File: config.mk
export PLATFORM = sky130hd
export DESIGN_NAME = spi_reg_bank
export DESIGN_NICKNAME = d
export VERILOG_FILES = /design/src/rtl/spi_regs_pkg.sv /design/src/rtl/edge_detect_rise.sv /design/src/rtl/spi_reg_bank.sv
export SDC_FILE = /design/constraint.sdc
export NUM_CORES = 1
export LEC_CHECK = 0
export ABC_AREA = 1
export BUFFER_PORTS_ARGS = -buffer_cell sky130_fd_sc_hd__buf_2
export CAP_MARGIN = 20
export CORE_ASPECT_RATIO = 0.8
export CORE_MARGIN = 8
export CORE_UTILIZATION = 45
export DETAILED_ROUTE_END_ITERATION = 8
export GPL_TIMING_DRIVEN = 0
export PLACE_DENSITY_LB_ADDON = 0.2
export SYNTH_ARGS = -nofsm -noshare
export SYNTH_HDL_FRONTEND = slang
export SYNTH_SLANG_ARGS = --single-unit
File: constraint.sdc
create_clock -name clk_core -period 3.9 [get_ports clk_core]
set_input_delay 0.195 -clock clk_core [delete_from_list [all_inputs] [get_ports clk_core]]
set_output_delay 0.195 -clock clk_core [all_outputs]
set_load 0.01 [all_outputs]
File: src/rtl/spi_regs_pkg.sv
// Shared definitions for the SPI register bank and other SPI byte-interface clients.
// Holds the FSM state encoding and the command byte layout.
package spi_regs_pkg;

  typedef enum logic [1:0] {
    ST_IDLE = 2'd0,
    ST_CMD  = 2'd1,
    ST_DATA = 2'd2
  } state_t;

  // Command byte: bit 7 selects write (1) or read (0), bits 6:0 are the start address.
  localparam int CMD_BIT = 7;
  localparam int ADDR_W  = 7;

  function automatic logic [ADDR_W-1:0] cmd_addr(input logic [7:0] b);
    return b[ADDR_W-1:0];
  endfunction

endpackage

File: src/rtl/edge_detect_rise.sv
// Rising-edge detector on a level input using a two-flop history register.
// o_rise is high for one cycle when the history reads 2'b01 (older=0, newer=1).
module edge_detect_rise (
  input  logic i_clk,
  input  logic i_rst_n,
  input  logic i_level,
  output logic o_rise
);

  logic [1:0] r_hist;

  always_ff @(posedge i_clk or negedge i_rst_n) begin
    if (!i_rst_n) begin
      r_hist <= 2'b00;
    end else begin
      r_hist <= {r_hist[0], i_level};
    end
  end

  assign o_rise = (r_hist == 2'b01);

endmodule

File: src/rtl/spi_reg_bank.sv
// Register bank behind an SPI slave byte interface: a command byte selects read/write
// and a start address, following bytes burst through an auto-incrementing pointer.
module spi_reg_bank
  import spi_regs_pkg::*;
#(
  parameter int                      NUM_REGS   = 8,
  parameter logic [7:0]              FW_VERSION = 8'hC2,
  parameter logic [NUM_REGS-1:0]     RW_MASK    = NUM_REGS'(8'b0000_0010),
  parameter logic [NUM_REGS*8-1:0]   RESET_VALS = '0
) (
  input  logic                    clk_core,
  input  logic                    reset_n,
  input  logic                    transaction_begin,
  input  logic                    rx_byte_available,
  input  logic [7:0]              rx_byte,
  output logic [7:0]              tx_byte,
  input  logic [NUM_REGS*8-1:0]   reg_in,
  output logic [NUM_REGS*8-1:0]   reg_out,
  output logic [NUM_REGS-1:0]     wr_pulse,
  output logic                    wr_err,
  output state_t                  dbg_state
);

  // Register 0 is always the read-only version byte, whatever RW_MASK says.
  localparam logic [NUM_REGS-1:0] RW_EFF = RW_MASK & ~NUM_REGS'(1);

  state_t              r_state;
  logic                r_cmd;
  logic [ADDR_W-1:0]   r_ptr;
  logic [7:0]          r_tx;
  logic [NUM_REGS-1:0] r_wr_pulse;
  logic                r_wr_err;

  logic                  w_rx_edge;
  logic [ADDR_W-1:0]     w_rd_addr;
  logic [7:0]            w_rd_data;
  logic                  w_ptr_rw;
  logic [NUM_REGS-1:0]   w_wr_vec;
  logic [NUM_REGS*8-1:0] w_reg_q;
  logic                  w_unused_reg_in;

  // The spi_slave holds rx_byte stable while rx_byte_available is high; a new byte is
  // flagged by a 0->1 transition, and no back-pressure exists on this interface.
  edge_detect_rise u_rx_edge (
    .i_clk   (clk_core),
    .i_rst_n (reset_n),
    .i_level (rx_byte_available),
    .o_rise  (w_rx_edge)
  );

  // In CMD the byte being received is itself the address; in DATA the pointer is used.
  always_comb begin
    w_rd_addr = (r_state == ST_CMD) ? cmd_addr(rx_byte) : r_ptr;
  end

  always_comb begin
    w_rd_data = 8'h00;
    w_ptr_rw  = 1'b0;
    for (int i = 0; i < NUM_REGS; i++) begin
      if (w_rd_addr == ADDR_W'(i)) begin
        if (i == 0) begin
          w_rd_data = FW_VERSION;
        end else if (RW_EFF[i]) begin
          w_rd_data = w_reg_q[i*8 +: 8];
        end else begin
          w_rd_data = reg_in[i*8 +: 8];
        end
      end
      if ((r_ptr == ADDR_W'(i)) && RW_EFF[i]) begin
        w_ptr_rw = 1'b1;
      end
    end
  end

  always_comb begin
    w_wr_vec = '0;
    if ((r_state == ST_DATA) && r_cmd && w_rx_edge && !transaction_begin && w_ptr_rw) begin
      for (int i = 0; i < NUM_REGS; i++) begin
        w_wr_vec[i] = (r_ptr == ADDR_W'(i));
      end
    end
  end

  for (genvar g = 0; g < NUM_REGS; g++) begin : g_reg
    if (RW_EFF[g]) begin : g_rw
      logic [7:0] r_val;
      always_ff @(posedge clk_core or negedge reset_n) begin
        if (!reset_n) begin
          r_val <= RESET_VALS[g*8 +: 8];
        end else if (w_wr_vec[g]) begin
          r_val <= rx_byte;
        end
      end
      assign w_reg_q[g*8 +: 8] = r_val;
    end else begin : g_ro
      assign w_reg_q[g*8 +: 8] = 8'h00;
    end
  end

  always_ff @(posedge clk_core or negedge reset_n) begin
    if (!reset_n) begin
      r_state    <= ST_IDLE;
      r_cmd      <= 1'b0;
      r_ptr      <= '0;
      r_tx       <= 8'h00;
      r_wr_pulse <= '0;
      r_wr_err   <= 1'b0;
    end else begin
      r_wr_pulse <= w_wr_vec;
      if (transaction_begin) begin
        // A new slave-select always wins over a byte arriving in the same cycle.
        r_state <= ST_CMD;
        r_tx    <= 8'h00;
      end else if (w_rx_edge) begin
        case (r_state)
          ST_CMD: begin
            r_cmd   <= rx_byte[CMD_BIT];
            r_state <= ST_DATA;
            if (rx_byte[CMD_BIT]) begin
              r_tx  <= 8'h00;
              r_ptr <= cmd_addr(rx_byte);
            end else begin
              r_tx  <= w_rd_data;
              r_ptr <= cmd_addr(rx_byte) + 1'b1;
            end
          end
          ST_DATA: begin
            r_ptr <= r_ptr + 1'b1;
            if (r_cmd) begin
              if (!w_ptr_rw) begin
                r_wr_err <= 1'b1;
              end
            end else begin
              r_tx <= w_rd_data;
            end
          end
          default: begin
            r_state <= ST_IDLE;
          end
        endcase
      end
    end
  end

  assign w_unused_reg_in = ^reg_in;

  assign tx_byte   = r_tx;
  assign reg_out   = w_reg_q;
  assign wr_pulse  = r_wr_pulse;
  assign wr_err    = r_wr_err;
  assign dbg_state = r_state;

endmodule

== Yosys cells after proc, flatten, opt, wreduce, memory -nomap -nowiden ==
Cells that the tools add are included.

* Input port bits: 76
* Bits in registers: 37

* Bitwise operators: 2
* Muxes and demuxes: 21
* Equal/unequal tests: 19
* Add/subtract/negate cells: 2
* Reductions and logical operators: 15

{| class="wikitable"
|+ Operators with widths
! operator !! number
|-
| $mux 8 || 13
|-
| $eq 7x3->1 const B || 8
|-
| $eq 7x2->1 const B || 4
|-
| $pmux 8 s2 || 1
|-
| $add 7x1->7 const B || 2
|-
| $eq 7x1->1 const B || 2
|-
| $logic_not 7->1 || 2
|-
| $mux 7 || 2
|-
| $pmux 7 s2 || 1
|-
| $reduce_and 3->1 || 3
|-
| $reduce_and 5->1 || 1
|-
| $eq 2x1->1 const B || 2
|-
| $logic_and 1x1->1 || 4
|-
| $mux 2 || 2
|-
| $pmux 2 s2 || 1
|-
| $reduce_bool 2->1 || 2
|-
| $ne 3x3->1 const B || 1
|-
| $reduce_bool 3->1 || 1
|-
| $eq 2x2->1 const B || 1
|-
| $ne 2x2->1 const B || 1
|-
| $not 1->1 || 2
|-
| $reduce_and 2->1 || 1
|-
| $logic_not 1->1 || 1
|-
| $mux 1 || 1
|}

== Depth between registers and ports, before layout ==
Gate-level depths: netlist of run 1.

* Depth after elaboration: 15
* Depth in mapped cells: 16
* Gate-level depth less buffers: 15

== Modules after synthesis ==
Synthesis of run 1 repeated with hierarchy kept, for this count alone.

* Cell total of the unflattened synthesis: 401
* Area total of the unflattened synthesis: 2839.0 um2

{| class="wikitable"
|+ By module, submodules not included
! module !! area each (um2) !! cells each !! instances
|-
| spi_reg_bank || 2778.9 || 397 || 1
|-
| edge_detect_rise || 60.1 || 4 || 1
|}

== Worst setup path after synthesis of run 1 ==
Ideal clock, no wire load.

* Path kind: register to register
* Start: register r_state[1], in the netlist dbg_state[1]
* End: register r_tx[1], in the netlist tx_byte[1]
* Clock period less this slack: 1.870 ns
* Required time: 3.784 ns
* Arrival time: 1.754 ns
* Stages on the path, launching flop included: 17
* Setup slack: 2.030 ns
* Library setup time: 0.116 ns
* Cells stage by stage: dfrtp_1 inv_1 ha_1 buf_6 inv_4 nand2_1 nand2_2 nand2_2 nor2_4 inv_2 nor2_4 inv_2 buf_6 o21ai_1 inv_2 nand2_1 nand2_1

* Longest elaborated chain between the ends: 15
* Elaborated cells on any way between the ends: 27

{| class="wikitable"
|+ RTL lines
! what !! line !! source
|-
| start, declared || spi_reg_bank.sv:27 || <nowiki>state_t r_state;</nowiki>
|-
| start signal, assigned || spi_reg_bank.sv:102 || <nowiki>r_state <= ST_IDLE;</nowiki>
|-
| start signal, assigned || spi_reg_bank.sv:112 || <nowiki>r_state <= ST_CMD;</nowiki>
|-
| start signal, assigned || spi_reg_bank.sv:118 || <nowiki>r_state <= ST_DATA;</nowiki>
|-
| $eq 2x1->1 || spi_reg_bank.sv:53, spi_reg_bank.sv:115 ||
|-
| $mux 7 || spi_reg_bank.sv:53 || <nowiki>w_rd_addr = (r_state == ST_CMD) ? cmd_addr(rx_byte) : r_ptr;</nowiki>
|-
| $logic_not 7->1 || spi_reg_bank.sv:60 || <nowiki>if (w_rd_addr == ADDR_W'(i)) begin</nowiki>
|-
| $mux 8 (8 in a row) || spi_reg_bank.sv:60 ||
|-
| $mux 8, on equally long branches || spi_reg_bank.sv:129, spi_reg_bank.sv:119 ||
|-
| $pmux 8 s2 || spi_reg_bank.sv:115 || <nowiki>case (r_state)</nowiki>
|-
| $mux 8 || spi_reg_bank.sv:114 || <nowiki>end else if (w_rx_edge) begin</nowiki>
|-
| $mux 8 || spi_reg_bank.sv:110 || <nowiki>if (transaction_begin) begin</nowiki>
|-
| end signal, assigned || spi_reg_bank.sv:123 || <nowiki>r_tx <= w_rd_data;</nowiki>
|-
| end signal, assigned || spi_reg_bank.sv:134 || <nowiki>r_tx <= w_rd_data;</nowiki>
|-
| end, declared || spi_reg_bank.sv:30 || <nowiki>logic [7:0] r_tx;</nowiki>
|}

Parallel ways exist; a longest one is shown, timed or not. The select of a mux whose other input is x is not followed.
A chain may end at the register's enable or synchronous reset.

== Final worst setup path of run 1 ==
* Start: register r_state[1], in the netlist dbg_state[1]
* End: register r_tx[7], in the netlist tx_byte[7]

The elaborated chain is that of the path after synthesis.

==> results of run 1 <==
## where the power goes
part / total [W] / switching (W) / internal, W
clock: 0.000342 / 0.000134 / 0.000208
combinational: 0.000326 / 0.000198 / 0.000128
sequential: 0.000439 / 0.0000279 / 0.000412
total: 0.00111 / 0.000360 / 0.000748
## per-stage QoR
stage / std cells / cell area [um^2] / total power, W / util (%) / hold WS [ps]
2_1_floorplan: 462 / 3120 / 0.000675 / - / -101
3_3_place_gp: 632 / 3650 / 0.000762 / 57.9 / 304
3_5_place_dp: 632 / 3650 / 0.000766 / 57.9 / 304
4_1_cts: 641 / 3780 / 0.00111 / 59.9 / 24.3
5_1_grt: 641 / 3780 / 0.00119 / 59.9 / 65.0
6_report: 641 / 3780 / 0.00111 / 59.9 / -11.9
## cell usage in the layout, fill, tap and decap left out, drive strengths merged
cell	netlist	routed
a31oi	3	3
o31ai	1	1
dlygate4sd3	0	1
conb	1	60
or2	5	5
nand4	5	5
ha	8	8
buf	62	148
o22ai	2	2
clkbuf	3	10
bufinv	0	1
a211oi	1	1
o21bai	3	3
nor4	1	1
nor3	2	2
nand3b	1	1
nand3	35	35
a21oi	8	8
nor2	31	31
o21ai	37	37
xor2	1	1
nand2	99	99
inv	51	51
o211ai	5	5
dfrtp	37	37
o221ai	1	1
## sequential cells by signal, indices dropped and copies added, names as in the netlist
name / count
dbg_state: 2
g.g_rw.r_val: 8
r_cmd: 1
r_ptr: 7
tx_byte: 8
u_rx_edge.r_hist: 2
wr_err: 1
wr_pulse: 8
## cells by family (layout without fill, tap and decap cells)
kind of cell / Yosys count / in the layout / share of synthesized area, %
buffers and inverters: 116 / 211 / 23.2
flip-flops: 37 / 37 / 32.0
XOR/XNOR: 1 / 1 / 0.302
adder cells (fa/ha/maj): 8 / 8 / 3.46
other: 1 / 60 / 0.129
AO/OA/AOI/OAI: 61 / 61 / 12.7
AND/OR/NAND/NOR: 179 / 179 / 28.3
## cell usage after synthesis (all sizes together)
| master | number |
|---|---|
| dfrtp | 37 |
| o22ai | 2 |
| o31ai | 1 |
| xor2 | 1 |
| conb | 1 |
| inv | 51 |
| o21ai | 37 |
| nand3 | 35 |
| a21oi | 8 |
| nor3 | 2 |
| nor2 | 31 |
| a31oi | 3 |
| nand3b | 1 |
| nand4 | 5 |
| ha | 8 |
| o211ai | 5 |
| a211oi | 1 |
| o221ai | 1 |
| nor4 | 1 |
| or2 | 5 |
| nand2 | 99 |
| buf | 62 |
| o21bai | 3 |
| clkbuf | 3 |
## cell type report
| class | count | area, um^2 | share of cell area (%) |
|---|---|---|---|
| multi-input combinational | 309 | 1520 | 40.3 |
| buffer | 65 | 477 | 12.6 |
| clock buffer | 7 | 86.3 | 2.28 |
| clock inverter | 1 | 30.0 | 0.794 |
| timing repair buffer | 87 | 440 | 11.7 |
| inverter | 51 | 194 | 5.13 |
| sequential | 37 | 926 | 24.5 |
| tap | 84 | 105 | 2.78 |
## routing by layer
metal  routed length (um)  track usage (%)  up-vias
li1                     -                -     1474
met1                 3740             23.3     1264
met2                 3540             26.0      103
met3                  732             5.44       10
met4                  110             5.48        0
met5                    0                0        -
## final timing paths
kind / depth (start not counted) / end / slack (ps)
max in group asynchronous: 1 / g_reg[1].g_rw.r_val[0]$_DFFE_PN0P_ / 3400
min in group clk_core: 5 / tx_byte[0]$_DFFE_PN0P_ / 200
worst max register to register: 14 / tx_byte[7]$_DFFE_PN0P_ / 1750
worst min register to register: 0 / u_rx_edge.r_hist[1]$_DFF_PN0_ / 410
worst max-delay path: 14 / tx_byte[7]$_DFFE_PN0P_ / 1750
worst min-delay path: 1 / tx_byte[7]$_DFFE_PN0P_ / -10
## what timing repair did
item	CTS	global route
setup buffers	0	0
hold endpoints to repair	1	0
hold buffers	1	0
setup endpoints to repair	0	0
==> flow_summary.toml, run 1 <==
[run_status]
outcome = "finished with violations"
violations = "hold timing"

[critical_path]
cp_num_buf_inv = 3
critPathArrivalTime_ps = 2340
critPathTopFamily = "simple AND/OR/NAND/NOR gates"
slowest_delay_ps = 380
path_max_fanout = 10
startpoint_type = "register"
cpMostUsedCell = "nand2_1"
critPathCaptureType = "register"
critPathKind = "reg -> reg"
cp_data_required_time_ps = 4090
cp_slowest_cell = "dfrtp_1"
r2r_start = "dbg_state[1]$_DFFE_PN0P_"
crit_chain = "inv_1 > ha_1 > buf_6 > inv_4 > nand2_1 > nand2_2 > nand2_2 > nor2_4 > nand2_2 > or2_0 > nand2_1 > nand4_1 > nand2_1 > nand2_1"
startpoint = "dbg_state[1]$_DFFE_PN0P_"

[global_route]
grt_use_total_pct = 17.4
grt_pass1_wl_mm = 13.0
antenna_found_initial = 0
grt_pass1_vias = 2778
grt_max_degree = 38
grt_overflow = 0

[hold_path]
min_path_type = "in -> async"

[routing]
postRouteAntennaNets = 0
vias = 2851
wl_per_cell_um = 12.7
firstDrtPassIters = 4
drt-total-wl_mm = 8.13
first_iter_violations = 95
viasPerCell = 4.45
drc_errors = 0

[power_and_ir_drop]
p_leak_nw = 2.23
power.density_nw_per_um2 = 293
ir_worst_vdd_uv = 160

[timing]
min_period_ps = 2150
tightest_slew_ps = 804
hold_slack_ps = -11.9
setup_violations = 0
period_share_pct = 55.1
slew_headroom_pct = 46.4
rsz0062_at_grt = "no"
slew_violations = 0
fmax_mhz = 465
clock_skew_ps = 7.65
tns_ps = 0
worst_slack_ps = 1750
finalHoldViolCount = 30

[cts]
cts_resized = 0
cts_buffer_depth = 2
h-tree-depth = 2
cts_tree = "built"
clk_latency_ps = 290
cts_buffers = 5
cts_root_buf = "clkbuf_8"
clk_pin_slew_ps = 70
cts_num_sinks = 37

[placed_design]
port_buffers = 86
pre_cts_ws_ps = 1770
routabilityCongestion = 0.848
hpwl_mm = 6.82

[logic_synthesis]
yosysTopAreaCellShare_pct = 32.0
syn_avg_cell_area_um2 = 7.19
ys_warn_count = 0
synth_seq_area_share_pct = 32.0
netlist_instances = 403
synthTopCellsByArea = "dfrtp_1 32%, buf_4 15%, nand2_1 12%"
synth.largest_area_cell = "dfrtp_1"
yosysUniqueCellTypes = 36
synth-seq-cells = 37
synthesis.area_um2 = 2900

[layout]
drive_gt1_share_pct = 34.1
n_fill_cell = 624
fin_nets = 640
areaGrowthSynthToFinish_pct = 30.5
antenna_cells = 0

[floorplan]
dieArea_um2 = 9280
core_um2 = 6310
row_count = 26
start_util_pct = 45.9
pin_count = 159
die-width_um = 106
die_h_um = 87.8

[flow_run]
max-cap-violations = 0
Power figures use the tool's default switching activity.
==> run 2: changes to the inputs <==
--- a/config.mk
+++ b/config.mk
@@ -5,12 +5,12 @@
 export SDC_FILE = /design/constraint.sdc
 export NUM_CORES = 1
 export LEC_CHECK = 0
-export ABC_AREA = 1
+export ABC_AREA = 0
 export BUFFER_PORTS_ARGS = -buffer_cell sky130_fd_sc_hd__buf_2
 export CAP_MARGIN = 20
 export CORE_ASPECT_RATIO = 0.8
 export CORE_MARGIN = 8
-export CORE_UTILIZATION = 45
+export CORE_UTILIZATION = 41
 export DETAILED_ROUTE_END_ITERATION = 8
 export GPL_TIMING_DRIVEN = 0
 export PLACE_DENSITY_LB_ADDON = 0.2
==> constraint.sdc (replaced) <==
create_clock -name clk_core -period 1.9 [get_ports clk_core]
set_input_delay 0.095 -clock clk_core [delete_from_list [all_inputs] [get_ports clk_core]]
set_output_delay 0.095 -clock clk_core [all_outputs]
set_load 0.01 [all_outputs]
==> flow_summary.toml, run 2 <==
[layout]
fin_nets = 582
areaGrowthSynthToFinish_pct = 36.8
drive_gt1_share_pct = 42.1
fin_util_pct = 56.7
stdcell_area_um2 = 4090
final_cell_mix = "89 x buf_2, 66 x buf_4, 60 x conb_1"
antenna_cells = 0
stdcell_count = 589
mostFrequentLayoutCell = "buf_2"

[logic_synthesis]
synthTopCellsByCount = "56 x buf_4, 37 x dfrtp_1, 34 x o21ai_0"
synth_seq_area_share_pct = 31.0
syn_avg_cell_area_um2 = 8.82
synth-seq-cells = 37
synth.largest_area_cell = "dfrtp_1"
synth_edf_count = 0
netlist_instances = 339
ys_warn_count = 0
post-synth-top-count-cell = "buf_4"
yosysUniqueCellTypes = 51
yosysTopAreaCellShare_pct = 31.0
async_flop_share_pct = 100
synthesis.area_um2 = 2990
synthFlopType = "dfrtp_1"
synthTopCellsByArea = "dfrtp_1 31%, buf_4 14%, mux2i_1 6.0%"

[critical_path]
critPathKind = "reg -> reg"
critPathArrivalTime_ps = 2320
cp_slowest_cell = "or4_4"
startpoint_type = "register"
cpMostUsedCell = "o21ai_1"
path_max_fanout = 6
critPathCaptureType = "register"
critPathTopFamily = "simple AND/OR/NAND/NOR gates"
cp_data_required_time_ps = 2080
r2r-end = "tx_byte[4]$_DFFE_PN0P_"
reg2regPathDepth = 7
crit_chain = "inv_2 > ha_4 > or3b_4 > and2_4 > or4_4 > o21ai_1 > o21ai_1"
slowest_delay_ps = 590
r2r_start = "dbg_state[1]$_DFFE_PN0P_"
cp_num_buf_inv = 1
ff2ff_setup_slack_ps = -240

[routing]
wl_met3_um = 981
firstDrtPassIters = 4
drt-total-wl_mm = 9.34
vias = 2993
drc_errors = 0
postRouteAntennaNets = 0
routed-wl-met2_mm = 4.31
viasPerCell = 5.08
maxUsedRoutingLayer = "met4"
drt-met1-wl_mm = 3.96
first_iter_violations = 177
wl_per_cell_um = 15.9

[placed_design]
hpwl_mm = 7.46
port_buffers = 85
pre_cts_ws_ps = -302
routabilityCongestion = 0.859
place_area_um2 = 3790
dp_cells = 573

[hold_path]
hold_end = "dbg_state[1]$_DFFE_PN0P_"
min_path_type = "in -> reg"
worstHoldStart = "transaction_begin"
whs_path_depth = 2

[power_and_ir_drop]
pwr-share-clk_pct = 23.9
ir_worst_vdd_uv = 303
pwr-share-seq_pct = 38.2
power_switching_w = 0.000914
sw_frac_of_total_pct = 37.5
power.density_nw_per_um2 = 597
combinationalPowerShare_pct = 37.9
internal_power_w = 0.00152
p_leak_nw = 2.08

[floorplan]
start_util_pct = 41.4
core_um2 = 7220
die_h_um = 92.4
dieArea_um2 = 10300
row_count = 28
die-width_um = 111
pin_count = 159

[flow_run]
max-cap-violations = 0

[run_status]
violations = "setup timing"
outcome = "finished with violations"

[global_route]
antenna_found_initial = 0
grt_pass1_vias = 2931
grt_max_degree = 38
grt_overflow = 0
grt_use_total_pct = 17.2
grt_pass1_wl_mm = 14.9

[timing]
min_period_ps = 2140
setup_violations = 7
finalHoldViolCount = 0
tightest_slew_ps = 845
period_share_pct = 113
worst_slack_ps = -241
fmax_mhz = 467
clock_skew_ps = 13.6
slew_headroom_pct = 43.7
rsz0062_at_grt = "yes"
slew_violations = 0
tns_ps = -1360

[cts]
clk_pin_slew_ps = 90
cts_tree = "built"
cts_num_sinks = 37
h-tree-depth = 2
cts_buffer_depth = 2
cts_buffers = 5
clk_latency_ps = 290
cts_root_buf = "clkbuf_8"
-- run 2: kinds of logic after synthesis --
| family | share of synthesized area, % |
|---|---|
| compound gates | 23.9 |
| buf+inv | 17.8 |
| simple gates | 12.3 |
| flops | 31.0 |
| mux | 9.79 |
| fa+ha+maj | 3.35 |
| xor+xnor | 1.76 |
| other cells | 0.125 |
-- run 2: area by class of cell --
class / instances / area (um^2)
Fill cell: 675 / 3130
Multi-Input combinational cell: 277 / 1900
Buffer: 74 / 523
Clock inverter: 3 / 25.0
Timing Repair Buffer: 95 / 505
Clock buffer: 5 / 68.8
Inverter: 8 / 30.0
Sequential cell: 37 / 926
Tap cell: 90 / 113
-- run 2: per-layer routing --
| layer | vias up | track usage, % |
|---|---|---|
| li1 | 1440 | - |
| met1 | 1386 | 22.4 |
| met2 | 159 | 26.8 |
| met3 | 8 | 6.27 |
| met4 | 0 | 3.54 |
| met5 | - | 0 |
-- run 2: through the flow --
step	total power (W)	hold WS [ps]
CTS	0.00240	6.85
finish	0.00244	48.5
global placement	0.00176	205
global route	0.00259	46.3
detailed placement	0.00177	208
floorplan	0.00152	-201
-- run 2: power by group through the flow --
stage	Combinational (W)	Sequential, W	Clock [W]
2_1_floorplan	0.000601	0.000924	0
3_3_place_gp	0.000822	0.000936	0
4_1_cts	0.000877	0.000924	0.000599
3_5_place_dp	0.000835	0.000938	0
5_1_grt	0.00101	0.000944	0.000629
6_report	0.000925	0.000931	0.000583
-- run 2: worst max-delay path by stage --
stage                        startpoint                     end  slack, ps  cells past startpoint
2_1_floorplan  dbg_state[1]$_DFFE_PN0P_  tx_byte[0]$_DFFE_PN0P_       -190                      7
3_3_place_gp   dbg_state[1]$_DFFE_PN0P_  tx_byte[5]$_DFFE_PN0P_       -320                      7
3_5_place_dp   dbg_state[1]$_DFFE_PN0P_  tx_byte[5]$_DFFE_PN0P_       -300                      8
4_1_cts        dbg_state[0]$_DFFE_PN0P_  tx_byte[4]$_DFFE_PN0P_       -250                      6
5_1_grt        dbg_state[1]$_DFFE_PN0P_  tx_byte[0]$_DFFE_PN0P_       -300                      8
6_report       dbg_state[1]$_DFFE_PN0P_  tx_byte[4]$_DFFE_PN0P_       -240                      7
-- run 2: timing repair --
item	CTS	global route
pin swaps	8	3
setup buffers	5	3
setup endpoints to repair	22	21
resized for setup	25	19
hold buffers	2	0
endpoints found under the hold margin	38	0
-- run 2: worst reg2reg max path, cell delays in order, from the launching register on --
cell     delay, ps
dfrtp_1        400
inv_2           80
ha_4           170
or3b_4         420
and2_4         150
or4_4          590
o21ai_1        150
o21ai_1         70
==> run 3: changes to the inputs <==
--- a/config.mk
+++ b/config.mk
@@ -14,6 +14,7 @@
 export DETAILED_ROUTE_END_ITERATION = 8
 export GPL_TIMING_DRIVEN = 0
 export PLACE_DENSITY_LB_ADDON = 0.2
+export SKIP_LAST_GASP = 1
 export SYNTH_ARGS = -nofsm -noshare
 export SYNTH_HDL_FRONTEND = slang
 export SYNTH_SLANG_ARGS = --single-unit
==> constraint.sdc (replaced) <==
create_clock -name clk_core -period 1.9 [get_ports clk_core]
set_input_delay 0 -clock clk_core [delete_from_list [all_inputs] [get_ports clk_core]]
set_output_delay 0 -clock clk_core [all_outputs]
set_load 0.01 [all_outputs]
==> flow_summary.toml, run 3 (synthesized netlist as in run 2, its figures left out) <==
[run_status]
outcome = "finished with violations"
violations = "setup timing"

[cts]
cts_root_buf = "clkbuf_8"
cts_buffer_depth = 2
cts_tree = "built"
clk_latency_ps = 300
cts_num_sinks = 37
clk_pin_slew_ps = 90
cts_buffers = 5
h-tree-depth = 2

[floorplan]
die_h_um = 92.4
core_um2 = 7220
pin_count = 159
row_count = 28
die-width_um = 111
start_util_pct = 41.4
dieArea_um2 = 10300

[hold_path]
worstHoldStart = "rx_byte[3]"
min_path_type = "in -> reg"

[critical_path]
r2r_start = "dbg_state[1]$_DFFE_PN0P_"
startpoint = "dbg_state[1]$_DFFE_PN0P_"
path_max_fanout = 6
critPathKind = "reg -> reg"
critPathCaptureType = "register"
cpMostUsedCell = "o21ai_1"
cp_data_required_time_ps = 2090
slowest_delay_ps = 590
startpoint_type = "register"
critPathArrivalTime_ps = 2340
cp_slowest_cell = "or4_4"
crit_chain = "inv_2 > ha_4 > or3b_4 > and2_4 > or4_4 > o21ai_1 > o21ai_1"

[timing]
min_period_ps = 2150
tightest_slew_ps = 857
period_share_pct = 113
finalHoldViolCount = 0
clock_skew_ps = 14.4
rsz0062_at_grt = "yes"
setup_violations = 7
worst_slack_ps = -249
slew_violations = 0
fmax_mhz = 465
slew_headroom_pct = 42.9
hold_slack_ps = 18.0

[layout]
fin_nets = 593
mostFrequentLayoutCell = "buf_2"
stdcell_area_um2 = 4220
final_cell_mix = "89 x buf_2, 67 x buf_4, 60 x conb_1"
stdcell_count = 600
drive_gt1_share_pct = 42.2
antenna_cells = 0
areaGrowthSynthToFinish_pct = 41.3

[power_and_ir_drop]
power.density_nw_per_um2 = 586
p_leak_nw = 2.13
ir_worst_vdd_uv = 325
total_power_w = 0.00248

[global_route]
grt_pass1_vias = 2986
grt_pass1_wl_mm = 15.1
antenna_found_initial = 0
grt_max_degree = 38
grt_overflow = 0
grt_use_total_pct = 17.5

[routing]
wl_per_cell_um = 16.0
drt-total-wl_mm = 9.59
viasPerCell = 5.06
vias = 3036
postRouteAntennaNets = 0
drc_errors = 0
first_iter_violations = 180
firstDrtPassIters = 5

[placed_design]
routabilityCongestion = 0.859
pre_cts_ws_ps = -302
place_area_um2 = 3790
dp_cells = 573
port_buffers = 85
hpwl_mm = 7.46

[flow_run]
max-cap-violations = 0
## run 3: cell types whose count changed in the layout (fill, tap and decap cells not counted), sizes merged
cell / delta
dlygate4sd3: +8
buf: +3
## run 3: cell type report
class	instances	area [um^2]
Sequential cell	37	926
Clock buffer	5	68.8
Buffer	74	527
Multi-Input combinational cell	277	1920
Clock inverter	3	25.0
Tap cell	90	113
Timing Repair Buffer	106	612
Inverter	8	30.0
Fill cell	662	2990
## run 3: path summary, 6_finish.rpt
path | to | slack (ps) | depth (start not counted)
worst max-delay path | tx_byte[3]$_DFFE_PN0P_ | -250 | 7
max in group asynchronous | r_ptr[0]$_DFFE_PN0P_ | 1010 | 2
worst max register to register | tx_byte[3]$_DFFE_PN0P_ | -250 | 7
min in group asynchronous | wr_pulse[3]$_DFF_PN0_ | 350 | 2
worst min register to register | u_rx_edge.r_hist[1]$_DFF_PN0_ | 390 | 0
worst min-delay path | g_reg[1].g_rw.r_val[3]$_DFFE_PN0P_ | 20 | 2
## run 3: stage by stage
step	TNS, ps	util, %
floorplan	-943	-
global placement	-3680	52.5
detailed placement	-4070	52.5
CTS	-1560	56.7
global route	-2200	58.5
finish	-1480	58.5
## run 3: worst max-delay path, delay by kind of cell, from the launching register on
kind,cells,cell delay [ps]
buffers and inverters,1,80
and+or+nand+nor,3,1150
adders and majority gates,1,170
AOI/OAI and AO/OA,2,220
DFF,1,410
## run 3: layer usage
metal	GRT usage, %	wire length (um)
met2	27.2	4410
met1	22.4	4110
met4	4.87	157
met3	6.33	920
met5	0	0
## run 3: report_power, final
group | switching (W) | internal (W) | total [W]
logic | 0.000519 | 0.000435 | 0.000954
clock network | 0.000322 | 0.000265 | 0.000587
registers | 0.0000868 | 0.000848 | 0.000934
total | 0.000928 | 0.00155 | 0.00248
## run 3: what timing repair did
action                     in CTS  in global routing
hold buffers                   10                  0
hold endpoints to repair       46                  0
pin swaps                       8                  4
buffers inserted                5                  6
setup endpoints to repair      22                 21
resized for setup              25                 23
